File: src/rtl/elevator_pkg.sv
// elevator_pkg: floor count and floor/mask types shared by call_panel and elevator
package elevator_pkg;
  localparam int NUM_FLOORS = 3;
  localparam int FLOOR_W = 2;
  typedef logic [FLOOR_W-1:0] floor_t;
  typedef logic [NUM_FLOORS-1:0] floor_mask_t;
endpackage

File: src/rtl/call_panel_if.sv
// call_panel_if: button, floor and door inputs plus latched call outputs of call_panel
interface call_panel_if;
  import elevator_pkg::*;
  floor_mask_t btn;
  floor_t cur_floor;
  logic door_open;
  floor_mask_t req;
  logic any_req;
  modport master(output btn, cur_floor, door_open, input req, any_req);
  modport slave(input btn, cur_floor, door_open, output req, any_req);
endinterface

File: src/rtl/button_debounce.sv
// button_debounce: 2-flop synchroniser, debounce counter and rising-edge press pulse
module button_debounce #(
  parameter int DEBOUNCE = 3
) (
  input  logic clk,
  input  logic rst,
  input  logic btn,
  output logic press
);
  logic s1, s2, stb, stb_d;
  logic [3:0] cnt;
  always_ff @(posedge clk) begin
    if (rst) begin
      s1 <= 1'b0;
      s2 <= 1'b0;
      stb <= 1'b0;
      stb_d <= 1'b0;
      cnt <= 4'd0;
    end else begin
      s1 <= btn;
      s2 <= s1;
      stb_d <= stb;
      if (s2 == stb) cnt <= 4'd0;
      else if (cnt == 4'(DEBOUNCE - 1)) begin
        stb <= s2;
        cnt <= 4'd0;
      end else cnt <= cnt + 4'd1;
    end
  end
  assign press = stb & ~stb_d;
endmodule

File: src/rtl/call_panel.sv
// call_panel: debounced call latch for the elevator; CALL_CANCEL_EN makes a re-press cancel a call
module call_panel
  import elevator_pkg::*;
#(
  parameter int DEBOUNCE = 3
) (
  input logic clk,
  input logic rst,
  call_panel_if.slave bus
);
`ifdef CALL_CANCEL_EN
  localparam bit CANCEL = 1'b1;
`else
  localparam bit CANCEL = 1'b0;
`endif
  floor_mask_t press, clr, req, req_nx;
  logic any_req;
  genvar i;
  for (i = 0; i < NUM_FLOORS; i++) begin : g_btn
    button_debounce #(.DEBOUNCE(DEBOUNCE)) u_db (
      .clk(clk),
      .rst(rst),
      .btn(bus.btn[i]),
      .press(press[i])
    );
    assign clr[i] = bus.door_open && bus.cur_floor == floor_t'(i);
  end
  // clear outranks a press, so a call being served is never re-latched
  always_comb begin
    req_nx = req;
    for (int f = 0; f < NUM_FLOORS; f++)
      req_nx[f] = clr[f] ? 1'b0 : press[f] ? (CANCEL ? ~req[f] : 1'b1) : req[f];
  end
  always_ff @(posedge clk) begin
    if (rst) begin
      req <= '0;
      any_req <= 1'b0;
    end else begin
      req <= req_nx;
      any_req <= |req_nx;
    end
  end
  assign bus.req = req;
  assign bus.any_req = any_req;
endmodule
File: src/flat_wrapper.sv
// flat-port wrapper written by rule: the top's interface ports become plain ports
module call_panel_flat import elevator_pkg::*;
#(
  parameter int DEBOUNCE = 3
)
  (clk, rst, bus_btn, bus_cur_floor, bus_door_open, bus_req, bus_any_req);
  call_panel_if bus_i ();
  input logic clk;
  input logic rst;
  input wire logic [$bits(bus_i.btn)-1:0] bus_btn;
  input wire logic [$bits(bus_i.cur_floor)-1:0] bus_cur_floor;
  input wire logic [$bits(bus_i.door_open)-1:0] bus_door_open;
  output wire logic [$bits(bus_i.req)-1:0] bus_req;
  output wire logic [$bits(bus_i.any_req)-1:0] bus_any_req;
  assign bus_i.btn = bus_btn;
  assign bus_i.cur_floor = bus_cur_floor;
  assign bus_i.door_open = bus_door_open;
  assign bus_req = bus_i.req;
  assign bus_any_req = bus_i.any_req;
  call_panel #(.DEBOUNCE(DEBOUNCE)) u_core (.clk(clk), .rst(rst), .bus(bus_i));
endmodule
File: config.mk
export PLATFORM = sky130hd
export DESIGN_NAME = call_panel_flat
export DESIGN_NICKNAME = d
export VERILOG_FILES = /design/src/rtl/elevator_pkg.sv /design/src/rtl/call_panel_if.sv /design/src/rtl/button_debounce.sv /design/src/rtl/call_panel.sv /design/src/flat_wrapper.sv
export SDC_FILE = /design/constraint.sdc
export NUM_CORES = 1
export LEC_CHECK = 0
export ABC_AREA = 0
export CORE_UTILIZATION = 41
export DETAILED_ROUTE_END_ITERATION = 6
export GPL_ROUTABILITY_DRIVEN = 0
export PLACE_DENSITY_LB_ADDON = 0.2
export SLEW_MARGIN = 20
export SYNTH_ARGS = -nofsm -noshare
export SYNTH_HDL_FRONTEND = slang
export SYNTH_SLANG_ARGS = --single-unit
File: constraint.sdc
create_clock -name clk -period 2.9 [get_ports clk]
set_clock_uncertainty 0.2 [all_clocks]
set_input_delay 0.87 -clock clk [delete_from_list [all_inputs] [get_ports clk]]
set_output_delay 0.87 -clock clk [all_outputs]
set_load 0.01 [all_outputs]
; ---- After elaboration in Yosys (flattened, before gate mapping)
; Index checks and enable logic that the tools add are counted.
; W data, S select, Z words.
[classes]
reduce_logical = 11
bitwise = 9
eq_ne = 8
add_sub_neg = 3
mux = 6
[ops]
columns = operator, count
row1 = $add A4 B1 Y4 const B, 3
row2 = $eq A4 B2 Y1 const B, 3
row3 = $reduce_or A3 Y1, 4
row4 = $mux W1, 6
row5 = $not A1 Y1, 6
row6 = $reduce_and A2 Y1, 3
row7 = $and A1 B1 Y1, 3
row8 = $eq A1 B1 Y1, 3
row9 = $logic_and A1 B1 Y1, 3
row10 = $eq A2 B1 Y1 const B, 1
row11 = $eq A2 B2 Y1 const B, 1
row12 = $logic_not A2 Y1, 1
[word_totals]
ff_bits = 28

; ---- Depth between registers and ports, before layout
; Gate-level depths: netlist of run 1.
[depth]
depth_word = 5
mapped_depth = 5

; ---- Cells and area by module
; From an unflattened synthesis of run 1, not the netlist that was laid out.
[unflattened]
cells_unflattened = 94
area_unflattened_um2 = 1009.7
[modules_own_cells]
columns = mod, area_per_inst_um2, cells_each, n_inst
row1 = button_debounce, 292.8, 27, 3
row2 = call_panel, 131.4, 13, 1

; ---- Worst setup path before layout of run 1
; OpenSTA, ideal clock, no wires.
[synth_timing]
kind = input port to flip-flop
from = input port bus_cur_floor[0]
to = register u_core.any_req, in the netlist u_core.bus.any_req
t_required_ps = 2577
t_arrival_ps = 1300
stages = 4
setup_slack_ps = 1277
cell_sequence = inv_1 > nand3_1 > a211oi_1 > a21oi_1
[synth_between]
elab_chain_cells = 4
elab_cells_between_ends = 10
cone_classes = eq/ne: 2 / mux: 3 / reduce/logical: 5
[synth_lines]
columns = element, line
row1 = start: declaration, flat_wrapper.sv:11  ; input wire logic [$bits(bus_i.cur_floor)-1:0] bus_cur_floor;
row2 = $eq A2 B1 Y1 (tied with other cells), call_panel.sv:26  ; assign clr[i] = bus.door_open && bus.cur_floor == floor_t'(i);
row3 = $logic_and A1 B1 Y1, call_panel.sv:26
row4 = $mux W1, call_panel.sv:32  ; req_nx[f] = clr[f] ? 1'b0 : press[f] ? (CANCEL ? ~req[f] : 1'b1) : req[f];
row5 = $reduce_or A3 Y1 (*), call_panel.sv:40  ; any_req <= |req_nx;
row6 = end signal: assignment, call_panel.sv:40
row7 = end: declaration, call_panel.sv:17  ; logic any_req;
; Mark *: on every way between the ends. The rest lies on a longest branch, timed or not.
; A chain may end at the register's enable or synchronous reset.

; ---- Worst setup path after layout of run 1
[layout_timing]
from = register u_core.req[1], in the netlist u_core.bus.req[1]
to = output port bus_req[1]
[layout_lines]
columns = element, line
row1 = start: declaration, call_panel.sv:16  ; floor_mask_t press, clr, req, req_nx;
row2 = start signal: assignment, call_panel.sv:39  ; req <= req_nx;
row3 = end: declaration, flat_wrapper.sv:13  ; output wire logic [$bits(bus_i.req)-1:0] bus_req;
; No word-level cell between the ends.

==> results of run 1 <==
## routing by layer
| metal | part of all wire, % | global-route usage [%] | vias to the layer above |
|---|---|---|---|
| met4 | 0.93 | 7.89 | 0 |
| met3 | 4.4 | 2.61 | 2 |
| li1 | - | - | 358 |
| met2 | 46 | 20.0 | 12 |
| met5 | 0 | 0 | - |
| met1 | 49 | 14.8 | 303 |
## per-stage QoR
| stage | instance area, sq um | worst slack, ns |
|---|---|---|
| final | 1240 | 0.623 |
| after global routing | 1240 | 0.556 |
| after CTS | 1240 | 0.596 |
| after detailed placement | 1200 | 0.484 |
| after global placement | 1200 | 0.518 |
| after floorplan | 1050 | 1.28 |
## path summary, 6_finish.rpt
check	cells after the start	from	endpoint
setup reg to reg	5	u_core.g_btn[0].u_db.cnt[0]$_SDFF_PP0_	u_core.g_btn[0].u_db.cnt[3]$_SDFF_PP0_
hold / removal	1	u_core.g_btn[2].u_db.s1$_SDFF_PP0_	u_core.g_btn[2].u_db.s2$_SDFF_PP0_
hold reg to reg	1	u_core.g_btn[2].u_db.s1$_SDFF_PP0_	u_core.g_btn[2].u_db.s2$_SDFF_PP0_
setup / recovery	1	u_core.bus.req[1]$_SDFF_PP0_	bus_req[1]
## cells by family (layout without fill, tap and decap cells)
| group | Yosys count | after routing | synth area share (%) |
|---|---|---|---|
| DFF | 28 | 28 | 53.3 |
| xor gates and xnor gates | 9 | 9 | 7.49 |
| adders and majority gates | 6 | 6 | 7.13 |
| buffers and inverters | 9 | 24 | 3.21 |
| AOI/OAI and AO/OA | 7 | 7 | 4.28 |
| and+or+nand+nor | 39 | 39 | 20.8 |
| muxes | 4 | 4 | 3.81 |
## cells in the final DEF (no fill, tap or decap), drive strengths merged, types with 4 or more instances in the layout
master and instances:
inv 8, nand3 4, xnor2 6, clkdlybuf4s50 11
clkbuf 4, dfxtp 28, a21oi 4, mux2i 4
ha 6, nor2 15, nor2b 9
## worst register-to-register path: stages (launching register included)
cell and delay [ns]:
dfxtp_1 0.39, inv_1 0.06, ha_1 0.18, nor3b_1 0.15
or3_4 0.39, nor2_1 0.12
## state kept, by name (all words and copies together) (netlist names)
register / count
u_core.g_btn.u_db.stb_d: 3
u_core.bus.req: 3
u_core.bus.any_req: 1
u_core.g_btn.u_db.stb: 3
u_core.g_btn.u_db.s1: 3
u_core.g_btn.u_db.s2: 3
u_core.g_btn.u_db.cnt: 12
## report_power, final
part / total, W / switching (W) / internal, W
combinational: 0.0000264 / 0.0000110 / 0.0000154
sequential: 0.000393 / 0.00000260 / 0.000390
clock: 0.000183 / 0.000106 / 0.0000767
## area by class of cell
class	count	area, sq um	area share, %
inverters	8	30.0	2.43
clock buffers	4	36.3	2.93
multi-input cells	65	458	37.0
repair buffers	12	118	9.50
well taps	28	35.0	2.83
flip-flops and latches	28	561	45.3
==> impl_metrics.ini, run 1 <==
[power_and_ir_drop]
peakVddDrop_v = 0.000227
fin_total_pwr_w = 0.000602
leakage_nw = 0.461
p_per_area_nw_per_um2 = 486

[floorplan]
ioPinCount = 12
rows = 17
die_w_um = 52.7
die_h_um = 52.7
floorplan.initialDensity_pct = 45.4
coreArea_sq_um = 2320
die-area_sq_um = 2770

[clock_tree]
clk_pin_slew_worst_paths_ns = 0.14
post_cts_buffers = 0
cts_resized = 0
clkSinkCount = 28
worst_skew_pair.late_latency_ns = 0.32
hold_buffers = 0
cts_tree = built
clockBufferDepth = 2
numCtsBuffers = 3
cts_max_level = 1
root_buffer = clkbuf_4

[global_routing]
global_route.usage.total_pct = 12.4
grt_overflow_total = 0
antenna_found_initial = 0
grt_pass1_vias = 620
grt_max_degree = 16
grt_pass1_wl_um = 2480

[yosys]
synth_commonest_cells = 28 x dfxtp_1, 15 x nor2_1, 9 x nor2b_1, 8 x inv_1
async_flop_share_pct = 0
synth_top_area_cell = dfxtp_1
post-synth-top-count-cell = dfxtp_1
netlist_instances = 102
netlist_top_cells_area = dfxtp_1 53%, ha_1 7.1%, nor2_1 5.4%
synthesis.area_sq_um = 1050
syn-num-nets = 116
syn_avg_cell_area_sq_um = 10.3
synth_edf_count = 0
seq_area_frac_synth_pct = 53.3
synth-seq-cells = 28
ys.flop_type = dfxtp_1
yosysTopAreaCellShare_pct = 53.3
yosysUniqueCellTypes = 18
yosysWarnings = 0

[sta]
slew_viol_final = 0
holdWs_ns = 0.259
finalSetupTns_ns = 0
fmax_mhz = 439
rsz0062_at_grt = false
fin_crit_sh_pct = 78.5
slew_headroom_pct = 69.0
finalCriticalPeriod_ns = 2.28
tightest_slew_ns = 0.464
setup_viol = 0
hold_viol = 0

[worst_setup_path]
critical-path-top-delay-family = buffers and inverters
worst-path-buf-inv = 1
endpoint_kind = output pin
critPathMaxFanout = 2
crit_type = reg2out
crit_chain = clkdlybuf4s50_1
arrival_ns = 1.21
slowest_delay_ns = 0.54
setup.worst_path.start_class = flop
crit_required_ns = 1.83
cp_slowest_cell = clkdlybuf4s50_1
reg2reg_slack_ns = 1.36

[drt]
ant_nets = 0
dr.first_iter.drc_count = 6
avgRoutedWirePerCell_um = 9.66
drc = 0
viasPerCell = 4.66
vias = 675
routed_wl_um = 1400
dr.pass1.iters = 4

[cells_and_area]
layout.nets = 132
diodes = 0
finalCoreUtilization_pct = 53.4
drive_gt1_share_pct = 6.84
area_growth_pct = 17.6
layoutNonFillerInstCount = 145
n_fill_cell = 221

[outcome]
status = complete, no violations

[placement]
portBuffers = 11
dp.final_hpwl_um = 1050
dp.cells = 141

[flow_run]
maxCapViolCount = 0

[min_path]
hold_path.class = reg2reg
Power figures use the tool's default switching activity.
==> run 2, diff against run 1 <==
==> constraint.sdc (replaced) <==
create_clock -name clk -period 2.1 [get_ports clk]
set_clock_uncertainty 0.2 [all_clocks]
set_input_delay 0.63 -clock clk [delete_from_list [all_inputs] [get_ports clk]]
set_output_delay 0.63 -clock clk [all_outputs]
set_load 0.01 [all_outputs]
==> impl_metrics.ini, run 2 (same netlist as run 1, synthesis figures left out) <==
[floorplan]
floorplan.initialDensity_pct = 45.4
rows = 17
coreArea_sq_um = 2320
die_h_um = 52.7
die-area_sq_um = 2770
ioPinCount = 12
die_w_um = 52.7

[sta]
tightest_slew_ns = 0.341
fmax_mhz = 492
finalWorstSetupSlack_ns = 0.0670
fin_crit_sh_pct = 96.8
rsz0062_at_grt = false
finalCriticalPeriod_ns = 2.03
slew_headroom_pct = 77.2
slew_viol_final = 0
hold_viol = 0
setup_viol = 0
finalSetupTns_ns = 0

[clock_tree]
post_cts_buffers = 0
cts_resized = 0
cts_max_level = 1
numCtsBuffers = 3
clockBufferDepth = 2
clk_pin_slew_worst_paths_ns = 0.12
clkSinkCount = 28
hold_buffers = 0
root_buffer = clkbuf_4
worst_skew_pair.late_latency_ns = 0.31
cts_tree = built

[worst_setup_path]
crit_chain = clkdlybuf4s50_1
timing.rr.end = u_core.g_btn[1].u_db.cnt[2]$_SDFF_PP0_
reg2reg_slack_ns = 0.56
crit_required_ns = 1.27
critPathMaxFanout = 2
crit_type = reg2out
setup.worst_path.end = bus_req[2]
setup.worst_path.start_class = flop
cp_slowest_cell = clkdlybuf4s50_1
r2r_cells = 5
worst-path-buf-inv = 1
r2r-start = u_core.g_btn[1].u_db.cnt[0]$_SDFF_PP0_
worstSetupStartpoint = u_core.bus.req[2]$_SDFF_PP0_
critical-path-top-delay-family = buffers and inverters
arrival_ns = 1.20
cp.depth = 1
endpoint_kind = output pin
slowest_delay_ns = 0.54

[drt]
routed_wl_um = 1380
dr.first_iter.drc_count = 10
drc = 0
avgRoutedWirePerCell_um = 9.48
viasPerCell = 4.65
vias = 674
dr.pass1.iters = 2
ant_nets = 0

[power_and_ir_drop]
p_clk_share_pct = 25.8
seqPwrFrac_pct = 69.4
peakVddDrop_v = 0.000378
power.net_switching_w = 0.000153
leakage_nw = 0.459
p_per_area_nw_per_um2 = 634
combinationalPowerShare_pct = 4.8
swShare_pct = 19.6
p_int_w = 0.000628

[min_path]
hold_path.class = reg2reg
whs_path_depth = 1

[cells_and_area]
final_cell_mix = 28 x dfxtp_1, 15 x nor2_1, 11 x clkdlybuf4s50_1
final_common_cell = dfxtp_1
stdcell_area_sq_um = 1230
regMostFlops = u_core.g_btn.u_db.cnt
layout.nets = 133
diodes = 0
area_growth_pct = 17.0
n_fill_cell = 213
largest_reg_flops = 12
drive_gt1_share_pct = 6.84

[global_routing]
grt_overflow_total = 0
global_route.usage.total_pct = 12.3
grt_pass1_vias = 624
antenna_found_initial = 0
grt_pass1_wl_um = 2460
grt_max_degree = 15

[outcome]
status = complete, no violations

[placement]
pre_cts_ws_ns = 0.110
dpl-instance-area_sq_um = 1210
portBuffers = 11
dp.final_hpwl_um = 1020

[flow_run]
maxCapViolCount = 0
run 2: cell types whose count changed in the layout (fill, tap and decap cells not counted), sizes merged:
cell / delta
clkbuf: -1
buf: +1
run 2: area by class of cell:
class | instances | area [sq um] | area share [%]
clock buffers | 3 | 22.5 | 1.83
inverters | 8 | 30.0 | 2.44
multi-input cells | 65 | 458 | 37.2
flip-flops and latches | 28 | 561 | 45.5
well taps | 28 | 35.0 | 2.85
repair buffers | 13 | 125 | 10.2
run 2: per-stage QoR:
stage / utilization [%] / total power, W / hold WS (ns) / cells
floorplan: - / 0.000570 / 0.214 / 102
global placement: 52.1 / 0.000591 / 0.221 / 142
detailed placement: 52.1 / 0.000591 / 0.224 / 142
CTS: 53.1 / 0.000797 / 0.255 / 145
global route: 53.1 / 0.000821 / 0.268 / 145
finish: 53.1 / 0.000781 / 0.250 / 145
run 2: power groups by stage:
stage | Sequential, W | Clock, W | Combinational [W]
2_1_floorplan | 0.000553 | 0 | 0.0000163
3_3_place_gp | 0.000554 | 0 | 0.0000369
3_5_place_dp | 0.000554 | 0 | 0.0000371
4_1_cts | 0.000542 | 0.000217 | 0.0000375
5_1_grt | 0.000544 | 0.000237 | 0.0000411
6_report | 0.000542 | 0.000202 | 0.0000372
run 2: per-layer routing:
layer / track usage, % / wire length, um
met1: 14.4 / 699
met2: 20.0 / 605
met3: 2.61 / 53
met4: 7.89 / 16
met5: 0 / 0
run 2: worst min path at each step:
stage | slack (ns) | from | endpoint
floorplan | 0.21 | u_core.g_btn[0].u_db.s1$_SDFF_PP0_ | u_core.g_btn[0].u_db.s2$_SDFF_PP0_
global placement | 0.22 | u_core.g_btn[1].u_db.s1$_SDFF_PP0_ | u_core.g_btn[1].u_db.s2$_SDFF_PP0_
detailed placement | 0.22 | u_core.g_btn[1].u_db.s1$_SDFF_PP0_ | u_core.g_btn[1].u_db.s2$_SDFF_PP0_
CTS | 0.26 | u_core.g_btn[1].u_db.s1$_SDFF_PP0_ | u_core.g_btn[1].u_db.s2$_SDFF_PP0_
global route | 0.27 | u_core.g_btn[0].u_db.s1$_SDFF_PP0_ | u_core.g_btn[0].u_db.s2$_SDFF_PP0_
finish | 0.25 | u_core.g_btn[1].u_db.s1$_SDFF_PP0_ | u_core.g_btn[1].u_db.s2$_SDFF_PP0_
